File: config.mk
export PLATFORM = sky130hd
export DESIGN_NAME = game_ctrl
export DESIGN_NICKNAME = d
export VERILOG_FILES = /design/src/rtl/game_pkg.sv /design/src/rtl/game_ctrl_sat_counter.sv /design/src/rtl/game_ctrl.sv
export SDC_FILE = /design/constraint.sdc
export NUM_CORES = 1
export LEC_CHECK = 0
export ABC_CLOCK_PERIOD_IN_PS = 2600
export CAP_MARGIN = 20
export CORE_AREA = 5 5 63 121
export CTS_CLUSTER_SIZE = 40
export DETAILED_ROUTE_END_ITERATION = 10
export DIE_AREA = 0 0 68 126
export GPL_ROUTABILITY_DRIVEN = 0
export GPL_TIMING_DRIVEN = 0
export PLACE_DENSITY = 0.67
export SYNTH_ARGS = -nofsm -noshare
export SYNTH_HDL_FRONTEND = slang
export SYNTH_SLANG_ARGS = --single-unit
File: constraint.sdc
create_clock -name clk -period 2.6 [get_ports clk]
set_clock_uncertainty 0.1 [all_clocks]
set_input_delay 0.52 -clock clk [delete_from_list [all_inputs] [get_ports clk]]
set_output_delay 0.52 -clock clk [all_outputs]
set_load 0.02 [all_outputs]
File: src/rtl/game_pkg.sv
// Shared state encoding, counter widths and judge-window constants for the rhythm-game controller.
package game_pkg;

   typedef enum logic [1:0] {
      IDLE   = 2'd0,
      ARM    = 2'd1,
      PLAY   = 2'd2,
      RESULT = 2'd3
   } state_t;

   localparam int SCORE_W  = 10;
   localparam int COMBO_W  = 8;
   localparam int MISS_W   = 10;
   localparam int OFFSET_W = 3;

   localparam logic [OFFSET_W-1:0] PERFECT_LO = 3'd2;
   localparam logic [OFFSET_W-1:0] PERFECT_HI = 3'd4;
   localparam logic [OFFSET_W-1:0] OFFSET_MAX = 3'd6;

   // A hit inside the centre window of the pixel phase is worth double.
   function automatic logic [1:0] hitPoints(input logic [OFFSET_W-1:0] phase);
      return ((phase >= PERFECT_LO) && (phase <= PERFECT_HI)) ? 2'd2 : 2'd1;
   endfunction

endpackage

File: src/rtl/game_ctrl_sat_counter.sv
// Saturating up-counter with synchronous clear and a small per-cycle step.
module sat_counter #(
   parameter int WIDTH = 8
) (
   input  logic             clk,
   input  logic             rst_n,
   input  logic             clr_i,
   input  logic             inc_i,
   input  logic [1:0]       step_i,
   output logic [WIDTH-1:0] count_o
);

   localparam logic [WIDTH:0] MAX_VAL = {1'b0, {WIDTH{1'b1}}};

   logic [WIDTH-1:0] count_q;
   logic [WIDTH-1:0] count_d;
   logic [WIDTH:0]   sum;

   // One extra bit on the sum lets us detect overflow and pin at all-ones.
   always_comb begin
      sum     = {1'b0, count_q} + {{(WIDTH-1){1'b0}}, step_i};
      count_d = count_q;
      if (clr_i) begin
         count_d = '0;
      end else if (inc_i) begin
         count_d = (sum > MAX_VAL) ? {WIDTH{1'b1}} : sum[WIDTH-1:0];
      end
   end

   always_ff @(posedge clk or negedge rst_n) begin
      if (!rst_n) begin
         count_q <= '0;
      end else begin
         count_q <= count_d;
      end
   end

   assign count_o = count_q;

endmodule

File: src/rtl/game_ctrl.sv
// Rhythm-game controller: start/play/result sequencing, hit/miss judging and score bookkeeping.
module game_ctrl
   import game_pkg::*;
(
   input  logic                clk,
   input  logic                rst_n,
   input  logic                start,
   input  logic [1:0]          sel,
   input  logic                btn_r,
   input  logic                btn_b,
   input  logic                note_r_judge,
   input  logic                note_b_judge,
   input  logic [OFFSET_W-1:0] offset,
   input  logic                finish,
   output logic [1:0]          song,
   output logic                delete,
   output logic [SCORE_W-1:0]  score,
   output logic [COMBO_W-1:0]  combo,
   output logic [COMBO_W-1:0]  max_combo,
   output logic [MISS_W-1:0]   miss_cnt,
   output logic [1:0]          state,
   output logic                done
);

   state_t              state_q;
   state_t              state_d;
   logic [1:0]          song_q;
   logic [1:0]          song_d;
   logic                judged_q;
   logic                judged_d;
   logic                delete_q;
   logic [COMBO_W-1:0]  maxCombo_q;
   logic [COMBO_W-1:0]  maxCombo_d;
   logic [OFFSET_W-1:0] offsetPrev_q;

   logic                armEntry;
   logic                inPlay;
   logic                advance;
   logic                redHit;
   logic                blueHit;
   logic                hit;
   logic                wrongPress;
   logic                missNote;
   logic [1:0]          hitStep;

   logic [SCORE_W-1:0]  scoreCnt;
   logic [COMBO_W-1:0]  comboCnt;
   logic [MISS_W-1:0]   missCnt;

   always_ff @(posedge clk or negedge rst_n) begin
      if (!rst_n) begin
         state_q <= IDLE;
      end else begin
         state_q <= state_d;
      end
   end

   // In PLAY, finish takes priority over an abort request arriving in the same cycle.
   always_comb begin
      state_d = state_q;
      case (state_q)
         IDLE:    if (start && (sel != 2'd0)) state_d = ARM;
         ARM:     state_d = PLAY;
         PLAY:    if (finish) state_d = RESULT;
                  else if (start) state_d = IDLE;
         RESULT:  if (start) state_d = IDLE;
         default: state_d = IDLE;
      endcase
   end

   // Song is captured on the edge into ARM so it is already visible during ARM.
   always_comb begin
      armEntry = (state_q == IDLE) && (state_d == ARM);
      song_d   = song_q;
      if (armEntry) begin
         song_d = sel;
      end else if ((state_d == IDLE) || (state_d == RESULT)) begin
         song_d = 2'd0;
      end
   end

   always_comb begin
      inPlay     = (state_q == PLAY);
      advance    = (offsetPrev_q == OFFSET_MAX) && (offset == '0);
      redHit     = inPlay && btn_r && note_r_judge && !judged_q;
      blueHit    = inPlay && btn_b && note_b_judge && !judged_q;
      hit        = redHit || blueHit;
      wrongPress = inPlay && (btn_r || btn_b) && !hit;
      missNote   = inPlay && advance && (note_r_judge || note_b_judge) && !judged_q && !hit;
      hitStep    = hitPoints(offset);

      judged_d = judged_q;
      if (armEntry || (inPlay && advance)) begin
         judged_d = 1'b0;
      end else if (hit) begin
         judged_d = 1'b1;
      end

      // combo never exceeds max_combo, so max only moves when they are equal and combo steps up.
      maxCombo_d = maxCombo_q;
      if (armEntry) begin
         maxCombo_d = '0;
      end else if (hit && (comboCnt == maxCombo_q) && (comboCnt != '1)) begin
         maxCombo_d = maxCombo_q + COMBO_W'(1);
      end
   end

   always_ff @(posedge clk or negedge rst_n) begin
      if (!rst_n) begin
         song_q       <= 2'd0;
         judged_q     <= 1'b0;
         delete_q     <= 1'b0;
         maxCombo_q   <= '0;
         offsetPrev_q <= '0;
      end else begin
         song_q       <= song_d;
         judged_q     <= judged_d;
         delete_q     <= hit;
         maxCombo_q   <= maxCombo_d;
         offsetPrev_q <= offset;
      end
   end

   sat_counter #(.WIDTH(SCORE_W)) scoreCounter (
      .clk     (clk),
      .rst_n   (rst_n),
      .clr_i   (armEntry),
      .inc_i   (hit),
      .step_i  (hitStep),
      .count_o (scoreCnt)
   );

   sat_counter #(.WIDTH(COMBO_W)) comboCounter (
      .clk     (clk),
      .rst_n   (rst_n),
      .clr_i   (armEntry || wrongPress || missNote),
      .inc_i   (hit),
      .step_i  (2'd1),
      .count_o (comboCnt)
   );

   sat_counter #(.WIDTH(MISS_W)) missCounter (
      .clk     (clk),
      .rst_n   (rst_n),
      .clr_i   (armEntry),
      .inc_i   (missNote),
      .step_i  (2'd1),
      .count_o (missCnt)
   );

   assign song      = song_q;
   assign delete    = delete_q;
   assign score     = scoreCnt;
   assign combo     = comboCnt;
   assign max_combo = maxCombo_q;
   assign miss_cnt  = missCnt;
   assign state     = state_q;
   assign done      = (state_q == RESULT);

endmodule

# --- After elaboration in Yosys (flattened, before gate mapping) ---
# Index checks and enable logic that the tools add are counted.
totals:
  ff_bits: 45
  mem_count: 0
  mem_bits_ro: 0
  elab_cells: 83
  mem_bits_rw: 0
  latch_bits: 0
op_classes:
  eq_ne: 8
  mul: 0
  n_shift: 0
  n_lt_le_gt_ge: 5
  reduce_logical: 37
  n_addsub: 4
  mux: 20
  bitwise: 0
  n_div: 0
op_table:
  columns: ["op", "n"]
  rows:
  - ["10-bit two-way mux", 6]
  - ["8-bit two-way mux", 5]
  - ["11-bit by 10-bit > comparator with 1-bit output (second input constant)", 2]
  - ["1-bit logical AND", 18]
  - ["2-bit nonzero test", 7]
  - ["2-bit two-way mux", 6]
  - ["10-bit by 1-bit adder with 11-bit output (second input constant)", 1]
  - ["10-bit by 2-bit adder with 11-bit output", 1]
  - ["8-bit by 1-bit adder with 9-bit output (second input constant)", 1]
  - ["9-bit by 8-bit > comparator with 1-bit output (second input constant)", 1]
  - ["8-bit by 1-bit adder with 8-bit output (second input constant)", 1]
  - ["8-bit equality test", 1]
  - ["8-bit inequality test (second input constant)", 1]
  - ["2-bit case mux with 4 select lines", 1]
  - ["1-bit logical OR", 7]
  - ["2-bit equality test (second input constant)", 3]
  - ["2-bit by 1-bit equality test with 1-bit output (second input constant)", 2]
  - ["2-bit logical NOT", 2]
  - ["3-bit equality test (second input constant)", 1]
  - ["3-bit by 2-bit >= comparator with 1-bit output (second input constant)", 1]
  - ["3-bit <= comparator (second input constant)", 1]
  - ["3-bit logical NOT", 1]
  - ["1-bit logical NOT", 2]
  - ["1-bit two-way mux", 2]

# --- Logic depth before layout (Yosys ltp) ---
# Gate-level depths: netlist of run 1.
logic_depth:
  depth_word: 10
  depth_mapped: 11
  depth_no_buf: 11

# --- Cells and area by module ---
# From an unflattened synthesis of run 1, not the netlist that was laid out.
hier_totals:
  hier_cells: 290
  hier_area_um2: 2780.2
by_module_without_submodules:
  columns: ["module", "n_inst", "cells_each", "area_per_inst_um2"]
  rows:
  - ["game_ctrl", 1, 112, 975.9]
  - ["sat_counter at missCounter", 1, 69, 675.6]
  - ["sat_counter at scoreCounter", 1, 62, 650.6]
  - ["sat_counter at comboCounter", 1, 47, 478.0]

# --- Least setup slack after synthesis of run 1 ---
# OpenSTA, ideal clock, no wires.
synth_path:
  path_type: "input-to-reg"
  startpoint: "input port offset[2]"
  endpoint: "register scoreCounter.count_q[5], in the netlist scoreCounter.count_o[5]"
  t_arrival_ps: 2320
  setup_slack_ps: 86
  path_buffers: 0
  cell_stages: 9
  setup_time_ps: 94
  required_ps: 2406
  path_cell_list: "mux2i_1 -> ha_1 -> inv_1 -> fa_1 -> and4b_1 -> nand3_1 -> a21oi_1 -> nor2_1 -> a211oi_1"
synth_between:
  elab_chain_len: 8
synth_lines:
  columns: ["element", "line_no", "source"]
  rows:
  - ["start, declared", "game_ctrl.sv:13", "input logic [OFFSET_W-1:0] offset,"]
  - ["3-bit by 2-bit >= comparator with 1-bit output or 3-bit <= comparator (tied branches)", "game_pkg.sv:22", "return ((phase >= PERFECT_LO) && (phase <= PERFECT_HI)) ? 2'd2 : 2'd1;"]
  - ["1-bit logical AND (*)", "game_pkg.sv:22", null]
  - ["2-bit two-way mux (*)", "game_pkg.sv:22", null]
  - ["10-bit by 2-bit adder with 11-bit output (*)", "game_ctrl_sat_counter.sv:21", "sum = {1'b0, count_q} + {{(WIDTH-1){1'b0}}, step_i};"]
  - ["11-bit by 10-bit > comparator with 1-bit output", "game_ctrl_sat_counter.sv:26", "count_d = (sum > MAX_VAL) ? {WIDTH{1'b1}} : sum[WIDTH-1:0];"]
  - ["10-bit two-way mux (*)", "game_ctrl_sat_counter.sv:26", null]
  - ["10-bit two-way mux (*)", "game_ctrl_sat_counter.sv:25", "end else if (inc_i) begin"]
  - ["10-bit two-way mux (*)", "game_ctrl_sat_counter.sv:23", "if (clr_i) begin"]
  - ["end signal, assigned", "game_ctrl_sat_counter.sv:34", "count_q <= count_d;"]
  - ["end, declared", "game_ctrl_sat_counter.sv:15", "logic [WIDTH-1:0] count_q;"]
# Every way passes the cells marked *; elsewhere a longest branch is shown, timed or not. The select of a mux whose other input is x is not followed.
# A chain may end at the register's enable or synchronous reset.

# --- Worst setup path in the final report of run 1 ---
layout_path:
  startpoint: "input port offset[0]"
  endpoint: "register scoreCounter.count_q[5], in the netlist scoreCounter.count_o[5]"
# Same word-level chain as after synthesis.

==> results of run 1 <==
-- cell usage in the layout, fill, tap and decap left out, drive strengths merged, types with 3 or more instances in the layout --
cell,count
nand4,6
or3,5
nor2,30
o211a,3
a22o,3
xor2,14
a22oi,3
o22ai,7
dfrtp,45
clkdlybuf4s50,50
and2,5
xnor2,6
ha,8
a31oi,4
a211oi,6
and3,7
nand3,14
o21ai,15
nand3b,3
a21oi,16
nand2,23
clkbuf,10
nor4,4
inv,15
a21o,4
mux2i,3
buf,13
nor3,5
-- path summary, 6_finish.rpt --
kind,from,endpoint,depth (start not counted)
worst max-delay path,offset[0],scoreCounter.count_o[5],11
worst min-delay path,rst_n,song[0],1
worst max register to register,missCounter.count_o[1],missCounter.count_o[4],8
worst min register to register,song[0],song[0],2
max in group asynchronous,rst_n,scoreCounter.count_o[5],2
min in group clk,offset[1],offsetPrev_q[1],1
-- synth_stat cells (2+ instances only) --
master,instances,area (um2)
and3_1,7,43.8
dfrtp_1,45,1130
nand3b_1,3,22.5
mux2i_1,3,30.0
buf_2,5,25.0
a22oi_1,3,22.5
o22ai_1,7,43.8
inv_1,15,56.3
xor2_1,14,123
a21oi_1,16,80.1
nand3_1,14,70.1
a21o_1,3,22.5
nor3_1,5,25.0
o31a_1,2,17.5
nand4_1,4,25.0
and2_1,5,31.3
clkbuf_1,4,15.0
ha_1,8,100
nor4_2,3,37.5
o211a_1,3,30.0
xnor2_1,6,52.6
nand4b_1,2,17.5
nand2_1,22,82.6
a22o_1,3,26.3
o21ai_0,14,70.1
a211oi_1,5,37.5
or3_1,4,25.0
a31oi_1,4,25.0
and4_1,2,17.5
nor2_1,30,113
-- kinds of logic after synthesis --
group | after synthesis | synth area share, %
AO/OA/AOI/OAI | 74 | 18.6
XOR/XNOR | 20 | 6.40
adder cells (fa/ha/maj) | 9 | 4.39
buffers and inverters | 25 | 3.70
flip-flops | 45 | 41.1
multiplexers | 5 | 2.06
AND/OR/NAND/NOR | 113 | 23.7
-- sequential cells by signal, indices dropped and copies added, names as in the netlist --
signal,flops
comboCounter.count_o,8
state,2
song,2
delete,1
scoreCounter.count_o,10
judged_q,1
missCounter.count_o,10
max_combo,8
offsetPrev_q,3
-- where the power goes --
part / leakage, nW / switching [mW] / internal [mW] / total, mW
Combinational: 0.924 / 0.505 / 0.428 / 0.934
Sequential: 0.604 / 0.148 / 0.797 / 0.946
Clock: 0.0938 / 0.270 / 0.549 / 0.819
-- per-stage QoR --
step	setup TNS, ns	util, %	worst slack (ns)	instances
after floorplan	0	-	0.0865	291
after global placement	-25.04	51.6	-0.830	433
after detailed placement	-9.04	51.8	-0.892	434
after CTS	0	55.4	0.0182	445
after global routing	0	56.4	0.00188	448
final	0	56.4	0.132	448
-- timing repair --
item | in CTS | in global routing
endpoints found under the setup margin | 10 | 21
setup buffers | 3 | 3
endpoints found under the hold margin | 0 | 0
gates resized for setup | 10 | 15
cloned | 0 | 0
pin swaps | 2 | 2
-- final cells by class --
| cell class | count | area (um2) | area share (%) |
|---|---|---|---|
| clock buffers | 5 | 125 | 3.38 |
| flip-flops and latches | 45 | 1130 | 30.4 |
| clock inverters | 3 | 65.1 | 1.76 |
| plain buffers | 9 | 41.3 | 1.11 |
| well taps | 88 | 110 | 2.97 |
| multi-input cells | 221 | 1580 | 42.7 |
| repair buffers | 61 | 594 | 16.0 |
| inverters | 16 | 61.3 | 1.65 |
-- worst reg2reg max path, cell delays in order, from the launching register on --
cell      delay, ns
dfrtp_2        0.45
ha_1           0.16
buf_2          0.21
nand4_1        0.23
xor2_1         0.20
o22ai_1        0.15
nand4_1        0.27
o21a_4         0.33
a211oi_2       0.21
-- routing by layer --
metal  wire length [um]  up-vias  track usage, %
li1                   -     1188               -
met1               2950     1228            22.4
met2               4090       70            33.1
met3                277       11            3.30
met4                129        0            6.80
met5                  0        -               0
==> qor.yml, run 1 <==
status: "complete, no violations"
cts.clk_slew.worst_paths_ns: 0.07
syn_to_final_growth_pct: 35.3
grt_first_pass_wirelength_mm: 12.7
n_antenna_cell: 0
ys_seq_elements: 45
drc: 0
ys_async_sr_fraction_pct: 100
start_util_pct: 41.7
cts.sinks: 45
avgViaCountPerCell: 5.57
ys_seq_area_share_pct: 41.1
syn_area_per_cell_um2: 9.41
leakagePower_nw: 1.62
rrSetupSlack_ns: 0.20
core_um2: 6570
insertion_delay_ns: 0.28
fin_crit_ns: 2.47
cp-end-kind: "register"
drt-pass1-iter-count: 4
dieArea_um2: 8570
hold_ws_ns: 0.0657
crit_family: "simple AND/OR/NAND/NOR gates"
clk_path_buf_depth: 2
required_ns: 2.69
power_mw: 2.70
synth_warnings: 0
die_w_um: 68
hp-class: "in2async"
antenna_left: 0
synth_flop_cell: "dfrtp_1"
antenna_found_initial: 0
rsz0062_at_grt: "no"
dp_hpwl_mm: 5.55
synth_edf_count: 0
htreeDepth: 2
worst_slew_pin_slew_ns: 0.527
synth_nets: 313
cap_violations: 0
cp_slowest_cell: "and4b_2"
routed_wl_mm: 7.45
cp_slowest_stage_delay_ns: 0.35
grt.total_usage_pct: 19.0
fin_crit_sh_pct: 94.9
layout-drive-gt1-share_pct: 15.0
max_clock_freq_mhz: 405
overflow: 0
ir_drop_uv: 436
cts_hold_buffers: 0
rows: 42
cts-buffers-inserted: 5
io_pins: 55
final-hold-violation-count: 0
synthesis.area_um2: 2740
fin_nets: 381
cp_max_fo: 6
critPathLaunchType: "input port"
ys_types: 60
fillCellCount: 573
critPathArrivalTime_ns: 2.55
crit_buf_inv: 2
path_class: "in2reg"
grt_start_max_net_pins: 29
crit_chain: "dlygate4sd2_1 -> nor2_1 -> mux2i_2 -> ha_2 -> inv_1 -> fa_2 -> and4b_2 -> nand3_4 -> a21oi_1 -> nor2_1 -> a211oi_2"
cp_common_cell: "nor2_1"
grt_pass1_vias: 2675
slew_violations: 0
maxSlewHeadroom_pct: 64.8
power_density_nw_per_um2: 728
drt_iter0_markers: 178
fp.dieH_um: 126
cts_root_buf: "clkbuf_16"
wire_per_inst_um: 16.6
syn_inst: 291
final_cell_area_um2: 3700
cts_tree: "yes"
num_vias: 2497
port-buffer-count: 54
place_area_um2: 3400
setup_viol: 0
Note: power is estimated with default switching activity, not from simulation.
==> run 2, diff against run 1 <==
--- a/config.mk
+++ b/config.mk
@@ -7,13 +7,15 @@
 export LEC_CHECK = 0
 export ABC_CLOCK_PERIOD_IN_PS = 2600
 export CAP_MARGIN = 20
-export CORE_AREA = 5 5 63 121
+export CELL_PAD_IN_SITES_DETAIL_PLACEMENT = 0
+export CELL_PAD_IN_SITES_GLOBAL_PLACEMENT = 1
+export CORE_AREA = 5 5 66 127
 export CTS_CLUSTER_SIZE = 40
 export DETAILED_ROUTE_END_ITERATION = 10
-export DIE_AREA = 0 0 68 126
+export DIE_AREA = 0 0 71 132
 export GPL_ROUTABILITY_DRIVEN = 0
 export GPL_TIMING_DRIVEN = 0
-export PLACE_DENSITY = 0.67
+export PLACE_DENSITY_LB_ADDON = 0.1
 export SYNTH_ARGS = -nofsm -noshare
 export SYNTH_HDL_FRONTEND = slang
 export SYNTH_SLANG_ARGS = --single-unit
==> qor.yml, run 2 (synthesis results as in run 1) <==
status: "complete, no violations"
setup_slack_ns: 0.0908
port-buffer-count: 54
ir_drop_uv: 496
overflow: 0
required_ns: 2.71
grt_pass1_vias: 2710
final_common_cell: "clkdlybuf4s50_1"
max_clock_freq_mhz: 399
seqCellArea_um2: 1130
worstReg2RegEnd: "comboCounter.count_o[5]"
fin_crit_sh_pct: 96.5
io_pins: 55
r2r_cells: 9
fin_nets: 377
fp.dieH_um: 132
cts.clk_slew.worst_paths_ns: 0.06
syn_to_final_growth_pct: 33.2
cts_tree: "yes"
avgViaCountPerCell: 5.57
cts-buffers-inserted: 5
power_mw: 2.62
multiInputGateArea_um2: 1560
rrSetupSlack_ns: 0.20
critPathArrivalTime_ns: 2.61
fillCellCount: 729
hp-class: "in2async"
r2r-start: "state[1]"
drc: 0
slew_violations: 0
dp_hpwl_mm: 6.01
antenna_found_initial: 0
dieArea_um2: 9370
dp.cells: 438
clk_path_buf_depth: 2
cp_max_fo: 7
leakagePower_nw: 1.59
num_vias: 2494
n_antenna_cell: 0
cp-end-kind: "register"
fin_crit_ns: 2.51
grt.total_usage_pct: 17.6
layout-drive-gt1-share_pct: 12.9
htreeDepth: 2
antenna_left: 0
grt_start_max_net_pins: 35
core_um2: 7270
cap_violations: 0
drt_iter0_markers: 80
wire_per_inst_um: 17.6
critPathLaunchType: "input port"
dpl_worst_slack_ns: -0.918
setup_viol: 0
rows: 44
start_util_pct: 37.7
cts_root_buf: "clkbuf_16"
routed_wl_mm: 7.89
final_cell_mix: "clkdlybuf4s50_1 (50), dfrtp_1 (44), nor2_1 (30), nand2_1 (21), a21oi_1 (16)"
die_w_um: 71
cts.sinks: 45
power_density_nw_per_um2: 718
path_class: "in2reg"
worst_slew_pin_slew_ns: 0.545
insertion_delay_ns: 0.29
fin_cells: 448
drt-pass1-iter-count: 4
rsz0062_at_grt: "yes"
final-hold-violation-count: 0
grt_first_pass_wirelength_mm: 13.1
maxSlewHeadroom_pct: 63.7
run 2: report_power, final:
group	leakage, nW	internal, mW	total (mW)	switching (mW)
registers	0.604	0.797	0.950	0.152
logic	0.900	0.410	0.907	0.496
clock network	0.0841	0.481	0.762	0.281
run 2: worst max path at each step:
stage	startpoint	endpoint	slack (ns)	cells past startpoint
global route	btn_r	max_combo[7]	-0.02	8
floorplan	offset[2]	scoreCounter.count_o[5]	0.09	9
finish	offset[2]	scoreCounter.count_o[7]	0.09	10
CTS	missCounter.count_o[1]	missCounter.count_o[6]	0.004	8
detailed placement	offset[1]	scoreCounter.count_o[7]	-0.92	11
global placement	offset[1]	scoreCounter.count_o[7]	-0.90	11
run 2: final cells by class:
type	count	share of cell area, %
timing repair buffer	57	15.5
clock inverter	1	0.823
tap	92	3.16
multi-input combinational	221	42.9
buffer	9	1.13
inverter	16	1.68
sequential	45	30.9
clock buffer	7	3.91
run 2: timing repair:
item                                    in CTS  in global routing
pin swaps                                    1                  0
setup buffers                                2                  0
endpoints found under the setup margin      10                 16
resized for setup                            9                 13
endpoints found under the hold margin        0                  0
hold buffers                                 0                  0
run 2: stage by stage:
stage	hold WS, ns	setup TNS, ns	cell area [um2]	utilization [%]
floorplan	0.124	0	2740	-
global placement	0.421	-30.39	3390	46.7
detailed placement	0.341	-10.06	3410	46.9
CTS	0.0293	0	3620	49.8
global route	0.0344	-0.0411	3650	50.2
finish	0.0202	0	3650	50.2
run 2: layer usage:
layer	track usage (%)	part of all wire, %
met1	17.3	36
met2	34.1	58
met3	3.05	3.0
met4	7.74	3.2
met5	0	0
run 2: critical path, cell delays in order:
cell,delay [ns]
clkdlybuf4s15_1,0.25
mux2i_2,0.27
ha_2,0.21
inv_1,0.05
fa_1,0.38
and4b_2,0.36
nand3_4,0.13
o21ai_0,0.13
a21oi_1,0.11
a211oi_2,0.20
==> run 3, diff against run 2 <==
--- a/config.mk
+++ b/config.mk
@@ -15,6 +15,7 @@
 export DIE_AREA = 0 0 71 132
 export GPL_ROUTABILITY_DRIVEN = 0
 export GPL_TIMING_DRIVEN = 0
+export HOLD_SLACK_MARGIN = 0.02
 export PLACE_DENSITY_LB_ADDON = 0.1
 export SYNTH_ARGS = -nofsm -noshare
 export SYNTH_HDL_FRONTEND = slang
==> results of run 3 <==
Same layout as run 2: the final DEF is identical, and so are final timing and power.
